**config.mk**
```make
export PLATFORM = sky130hd
export DESIGN_NAME = rst_seq
export DESIGN_NICKNAME = d
export VERILOG_FILES = /design/src/rtl/rst_seq_pkg.sv /design/src/rtl/rst_seq_cnt.sv /design/src/rtl/rst_seq.sv
export SDC_FILE = /design/constraint.sdc
export NUM_CORES = 1
export LEC_CHECK = 0
export CAP_MARGIN = 15
export CORE_MARGIN = 5
export CORE_UTILIZATION = 54
export DETAILED_ROUTE_END_ITERATION = 16
export HOLD_SLACK_MARGIN = 0.06
export MAX_ROUTING_LAYER = met4
export PLACE_DENSITY = 0.8
export SLEW_MARGIN = 10
export SYNTH_ARGS = -nofsm -noshare
export SYNTH_HDL_FRONTEND = slang
export SYNTH_SLANG_ARGS = --single-unit
```
**constraint.sdc**
```tcl
create_clock -name clk -period 2.14 [get_ports clk]
set_clock_uncertainty 0.15 [all_clocks]
set_input_delay 0.535 -clock clk [delete_from_list [all_inputs] [get_ports clk]]
set_output_delay 0.535 -clock clk [all_outputs]
set_load 0.01 [all_outputs]
```
**src/rtl/rst_seq_pkg.sv**
```systemverilog
// Shared definitions for the reset sequencer: FSM state encodings and
// elaboration-time width helpers.
package rst_seq_pkg;

    typedef enum logic [1:0] {
        ST_HOLD    = 2'd0,
        ST_RELEASE = 2'd1,
        ST_DONE    = 2'd2,
        ST_IDLE    = 2'd3
    } state_t;

    function automatic int clog2(input int value);
        int r;
        r = 0;
        while ((1 << r) < value) r++;
        return r;
    endfunction

    function automatic int max2(input int a, input int b);
        return (a > b) ? a : b;
    endfunction

endpackage

```
**src/rtl/rst_seq_cnt.sv**
```systemverilog
// Clearable up-counter with a terminal-count strobe; returns to zero on the
// terminal edge so it never wraps past LIMIT-1.
module rst_seq_cnt #(
    parameter int WIDTH = 4,
    parameter int LIMIT = 8
) (
    input  logic clk,
    input  logic rst_n,
    input  logic clr,
    input  logic en,
    output logic tc
);

    logic [WIDTH-1:0] cnt;

    // tc is only meaningful on an edge where the count actually advances
    assign tc = en && !clr && (cnt == WIDTH'(LIMIT - 1));

    always_ff @(posedge clk or negedge rst_n) begin
        if (!rst_n) begin
            cnt <= '0;
        end else if (clr) begin
            cnt <= '0;
        end else if (en) begin
            cnt <= tc ? '0 : cnt + WIDTH'(1);
        end
    end

endmodule

```
**src/rtl/rst_seq.sv**
```systemverilog
// Reset sequencer: holds all domain resets low, then releases them one by one
// in ascending order and pulses rst_done once the last domain is out of reset.
module rst_seq
    import rst_seq_pkg::*;
#(
    parameter int NUM_DOMAINS = 2,
    parameter int HOLD_CYCLES = 8,
    parameter int GAP_CYCLES  = 4
) (
    input  logic                   clk,
    input  logic                   rst_n,
    input  logic                   sw_rst_req,
    output logic [NUM_DOMAINS-1:0] rst_out,
    output logic                   rst_done,
    output logic                   busy,
    output state_t                 state_dbg
);

    localparam int CW = clog2(max2(HOLD_CYCLES, GAP_CYCLES) + 1);
    localparam int IW = clog2(NUM_DOMAINS) + 1;

    state_t                 state, state_nxt;
    logic [IW-1:0]          idx, idx_nxt;
    logic [NUM_DOMAINS-1:0] rst_out_nxt;
    logic                   done_nxt, busy_nxt;
    logic                   hold_tc, gap_tc;
    logic                   all_released;

    assign all_released = (idx == IW'(NUM_DOMAINS));
    assign state_dbg    = state;

    rst_seq_cnt #(.WIDTH(CW), .LIMIT(HOLD_CYCLES)) u_hold_cnt (
        .clk   (clk),
        .rst_n (rst_n),
        .clr   (sw_rst_req || (state != ST_HOLD)),
        .en    (state == ST_HOLD),
        .tc    (hold_tc)
    );

    rst_seq_cnt #(.WIDTH(CW), .LIMIT(GAP_CYCLES)) u_gap_cnt (
        .clk   (clk),
        .rst_n (rst_n),
        .clr   (sw_rst_req || (state != ST_RELEASE) || all_released),
        .en    ((state == ST_RELEASE) && !all_released),
        .tc    (gap_tc)
    );

    always_ff @(posedge clk or negedge rst_n) begin
        if (!rst_n) begin
            state    <= ST_HOLD;
            idx      <= '0;
            rst_out  <= '0;
            rst_done <= 1'b0;
            busy     <= 1'b1;
        end else begin
            state    <= state_nxt;
            idx      <= idx_nxt;
            rst_out  <= rst_out_nxt;
            rst_done <= done_nxt;
            busy     <= busy_nxt;
        end
    end

    // Outputs are computed one edge ahead and registered, so they never glitch.
    always_comb begin
        state_nxt   = state;
        idx_nxt     = idx;
        rst_out_nxt = rst_out;
        done_nxt    = 1'b0;
        busy_nxt    = 1'b1;
        unique case (state)
            ST_HOLD: begin
                rst_out_nxt = '0;
                if (hold_tc) begin
                    state_nxt = ST_RELEASE;
                    idx_nxt   = '0;
                end
            end
            ST_RELEASE: begin
                if (all_released) begin
                    state_nxt = ST_DONE;
                    done_nxt  = 1'b1;
                    busy_nxt  = 1'b0;
                end else if (gap_tc) begin
                    for (int i = 0; i < NUM_DOMAINS; i++) begin
                        if (idx == IW'(i)) rst_out_nxt[i] = 1'b1;
                    end
                    idx_nxt = idx + IW'(1);
                end
            end
            ST_DONE: begin
                state_nxt = ST_IDLE;
                busy_nxt  = 1'b0;
            end
            ST_IDLE: begin
                busy_nxt = 1'b0;
            end
            default: begin
                state_nxt = ST_HOLD;
            end
        endcase
        // A soft request from any state restarts the whole sequence.
        if (sw_rst_req) begin
            state_nxt   = ST_HOLD;
            idx_nxt     = '0;
            rst_out_nxt = '0;
            done_nxt    = 1'b0;
            busy_nxt    = 1'b1;
        end
    end

endmodule
```
; ---- After elaboration in Yosys (flattened, before gate mapping)
; Index checks and enable logic that the tools add are counted.
[word_totals]
regBits = 16
latchBits = 0
ram_bits = 0
rom_bits = 0
out_inout_bits = 6
elab_cells = 75
mem_count = 0
[op_classes]
addsub = 3
multipliers = 0
n_div = 0
magnitude_cmp = 0
eq_ne = 14
shift = 0
n_mux = 27
n_bitwise = 0
n_reduce_logical = 23
[ops]
columns = op, n
row1 = $mux 4, 6
row2 = $mux 2, 10
row3 = $reduce_and 4->1, 3
row4 = $ne 3x2->1 const B, 3
row5 = $ne 3x3->1 const B, 3
row6 = $add 4x1->4 const B, 2
row7 = $pmux 2 s2, 2
row8 = $mux 1, 7
row9 = $eq 2x2->1 const B, 3
row10 = $pmux 2 s3, 1
row11 = $reduce_bool 2->1, 3
row12 = $logic_and 1x1->1, 5
row13 = $eq 2x1->1 const B, 2
row14 = $eq 4x2->1 const B, 1
row15 = $eq 4x3->1 const B, 1
row16 = $logic_not 2->1, 2
row17 = $reduce_bool 4->1, 1
row18 = $logic_not 1->1, 3
row19 = $logic_or 1x1->1, 3
row20 = $reduce_and 3->1, 1
row21 = $reduce_bool 3->1, 1
row22 = $add 2x1->2 const B, 1
row23 = $ne 2x1->1 const B, 1
row24 = $pmux 1 s2, 1
row25 = $reduce_or 2->1, 1

; ---- Depth between registers and ports, before layout
[logic_depth]
depth_word = 10
depth_mapped = 6

; ---- Modules after synthesis
; Synthesis repeated with hierarchy kept, for this count alone.
[unflattened]
hier_cells = 90
area_unflattened_um2 = 959.7
[by_module_without_submodules]
columns = mod, instances, cells_each, area_each_um2, seq_area_each_um2
row1 = rst_seq, 1, 51, 514.2, 201.4
row2 = rst_seq_cnt at u_hold_cnt, 1, 20, 229.0, 100.1
row3 = rst_seq_cnt at u_gap_cnt, 1, 19, 216.5, 100.1

; ---- Worst setup path before layout
; OpenSTA, ideal clock, no wires.
[synth_timing]
path_kind = register to register
start = reg state[0], in the netlist state_dbg[0]
end = reg state[0], in the netlist state_dbg[0]
arrival_ps = 1558
required_time_ps = 1865
setup_slack_ps = 307
stages_incl_launch_ff = 7
path_cell_list = dfrtp_1 > inv_1 > ha_1 > and2b_1 > nand2_1 > o21a_1 > mux2_2
[synth_via]
elab_chain_cells = 7
elab_cells_between_ends = 14
[synth_lines]
columns = item, line_no
row1 = from (decl), rst_seq.sv:22  ; state_t state, state_nxt;
row2 = from (signal assigned), rst_seq.sv:56  ; state <= state_nxt;
row3 = $reduce_bool 2->1, rst_seq.sv:35  ; .clr (sw_rst_req || (state != ST_HOLD)),
row4 = $logic_or 1x1->1, rst_seq.sv:35
row5 = $logic_not 1->1, rst_seq_cnt.sv:17  ; assign tc = en && !clr && (cnt == WIDTH'(LIMIT - 1));
row6 = $logic_and 1x1->1 (2 in a row), rst_seq_cnt.sv:17
row7 = $ne 3x3->1 (no line), n/a
row8 = $reduce_and 3->1 (no line), n/a
; Several ways; a longest one is shown, not always the timed one.
; A chain may end at the register's enable or synchronous reset.

; ---- Worst setup path in the final report
[layout_timing]
start = reg busy
end = out busy
[layout_rtl]
columns = item, line_no
row1 = from (decl), rst_seq.sv:15  ; output logic busy,
row2 = from (signal assigned), rst_seq.sv:60  ; busy <= busy_nxt;
; No word-level cell between the ends.

==> impl_metrics.tcl <==
set metrics [dict create \
    status "finished clean" \
    rows 15 \
    slowest_stage "dfstp_2" \
    post_drt_via_cell_ratio 5.328 \
    finalWorstSetupSlack_ns 0.1288 \
    post-place-ws_ns 0.02762 \
    slew_violations 0 \
    yosys.area.top_type "dfrtp_1" \
    gp_congestion 0.8309 \
    cts_sinks 16 \
    cts_resized 0 \
    fmax_ghz 0.4972 \
    power.leakage_uw 0.0004838 \
    clk_latency_ns 0.29 \
    setup-violations-final 0 \
    grt_usage 0.1487 \
    critical_path_class "register to primary output" \
    cp.arrival_ns 1.33 \
    synth_edf_count 0 \
    hold_violations 0 \
    avgRoutedWirePerCell_um 12.70 \
    yosysWarnings 0 \
    start_util 0.5506 \
    postSynthCellCount 89 \
    p_per_area_nw_per_um2 796.6 \
    cts_hold_buf 0 \
    final_area_sq_um 1081 \
    drtIter0Drc 1 \
    ff2ff_setup_slack_ns 0.26 \
    seqPwrFrac 0.442 \
    ys_seq_area_frac 0.4367 \
    irDropWorstVdd_mv 0.6675 \
    port_buffers 8 \
    antenna_found_initial 0 \
    crit_path_max_fanout 1 \
    hp-class "register to register" \
    place.detailed.hpwl_mm 1.198 \
    syn_to_final_growth_pct 17.55 \
    drive_above_1_share 0.1238 \
    ant_nets 0 \
    core_area_sq_um 1670 \
    fin_nets 120 \
    path_cells "clkdlybuf4s50_1" \
    synth_top_area_frac 0.4082 \
    cap_violations 0 \
    max_stage_delay_ns 0.52 \
    cts_root_buffer "clkbuf_4" \
    syn_area_sq_um 919.6 \
    grt_max_degree 10 \
    synth_seq_cells 16 \
    period_share 0.9398 \
    critPathTopFamily "flip-flops" \
    wl_met2_um 707 \
    tightestPinTransition_ns 0.3413 \
    synth.most_common_cell "dfrtp_1" \
    power.internal_uw 570.5 \
    htree_levels 1 \
    async_reset_ff_frac 1.000 \
    dieWidth_um 51.27 \
    cts_tree "yes" \
    fin_hold_ws_ns 0.3080 \
    grt_pass1_wl_mm 2.670 \
    route.met3.wl_um 61 \
    crit_buf_inv 1 \
    swShare 0.3375 \
    cp-start-kind "register" \
    grt_pass1_vias 626 \
    num_vias 650 \
    dieArea_sq_um 2628 \
    drc_errors 0 \
    setup_tns_ns 0 \
    synth.avg_cell_area_sq_um 10.33 \
    min_period_ns 2.011 \
    wl_met1_um 741 \
    rsz0062_at_grt "false" \
    synth.area.top_cells "dfrtp_1 (41%), ha_1 (15%), nor3_1 (3.3%), dfstp_2 (2.9%), nor2_1 (2.9%)" \
    p_switching_uw 290.6 \
    maxSlewHeadroom 0.7718 \
    post_cts_buffers 0 \
    synth_cell_types 34 \
    ctsLongestPathBuffers 2 \
    grt.overflow.total 0 \
    top_layer "met4" \
    yosys-top-cells-count "dfrtp_1 (15), ha_1 (11), nor2_1 (7)" \
    io_pins 9 \
    power_uw 861.2 \
    crit_required_ns 1.45 \
    path_clk_slew_ns 0.09 \
    numCtsBuffers 3 \
    drtPass1Iterations 3 \
    routed_wl_mm 1.550 \
    chipHeight_um 51.27 \
    synth_fp_nets 103 \
    power_frac_comb 0.367 \
    place_area_sq_um 1055 \
    clock_power_share 0.191 \
    diodes 0 \
    cp-end-kind "primary output" \
    ys.flop_type "dfrtp_1" \
]
[worst paths after layout]
kind                              startpoint                end  cells past startpoint
min in group asynchronous              rst_n   u_gap_cnt.cnt[3]                      1
max                                     busy               busy                      1
max in group asynchronous              rst_n             idx[0]                      2
min                        u_hold_cnt.cnt[0]  u_hold_cnt.cnt[0]                      1
max reg2reg                           idx[0]       state_dbg[0]                      6
min reg2reg                u_hold_cnt.cnt[0]  u_hold_cnt.cnt[0]                      1
[final cells by class]
class	instances	area, sq um
Clock buffer	4	26.28
Fill cell	132	589.3
Inverter	4	15.01
Multi-Input combinational cell	68	499.2
Sequential cell	16	401.6
Tap cell	17	21.27
Timing Repair Buffer	13	117.6
[layer usage]
layer | track usage | vias up
met2 | 0.2253 | 10
met4 | 0.1048 | 0
met3 | 0.05539 | 4
met1 | 0.1603 | 292
li1 | - | 344
met5 | - | -
[cells in the final DEF, fill, tap and decap left out]
cell type,n
dfrtp_1,15
ha_1,11
clkdlybuf4s50_1,8
nor2_1,7
nand2_1,6
nor3_1,6
buf_4,5
inv_1,4
a21oi_1,4
o21ai_0,3
clkbuf_4,3
and2b_1,2
nor2b_1,2
and2_1,2
nand3_1,2
nand2b_1,2
nor3b_1,2
xnor2_1,2
or3_1,1
nand3b_1,1
xor2_1,1
and2_4,1
o21a_1,1
nand4b_1,1
a2111o_1,1
nand4_1,1
o211ai_2,1
and4b_1,1
and3b_1,1
or2b_1,1
o211ai_1,1
o221a_2,1
o41ai_1,1
mux2i_1,1
mux2_2,1
dfstp_2,1
clkbuf_1,1
[flip-flops by register name, summed over array words and instances (netlist names)]
name            count
busy                1
idx                 2
rst_done            1
rst_out             2
state_dbg           2
u_gap_cnt.cnt       4
u_hold_cnt.cnt      4
[cell families after synthesis]
family / count (synthesis) / share of synthesized area
buf+inv: 5 / 0.02040
compound gates: 13 / 0.1020
xor+xnor: 3 / 0.02858
flops: 16 / 0.4367
simple gates: 39 / 0.2395
fa+ha+maj: 11 / 0.1497
mux: 2 / 0.02313
[metrics by stage]
step / util / std cells
6_report: 0.6472 / 122
5_1_grt: 0.6472 / 122
4_1_cts: 0.6472 / 122
3_5_place_dp: 0.6315 / 118
3_3_place_gp: 0.6315 / 118
2_1_floorplan: - / 89
[power by group through the flow]
stage               sequential, uW  clock, uW  combinational (uW)
floorplan                      392          0                 202
global placement               384          0                 318
detailed placement             388          0                 321
CTS                            381        176                 322
global route                   386        191                 369
finish                         381        164                 316
No activity file was read; power rests on OpenSTA's default activity.
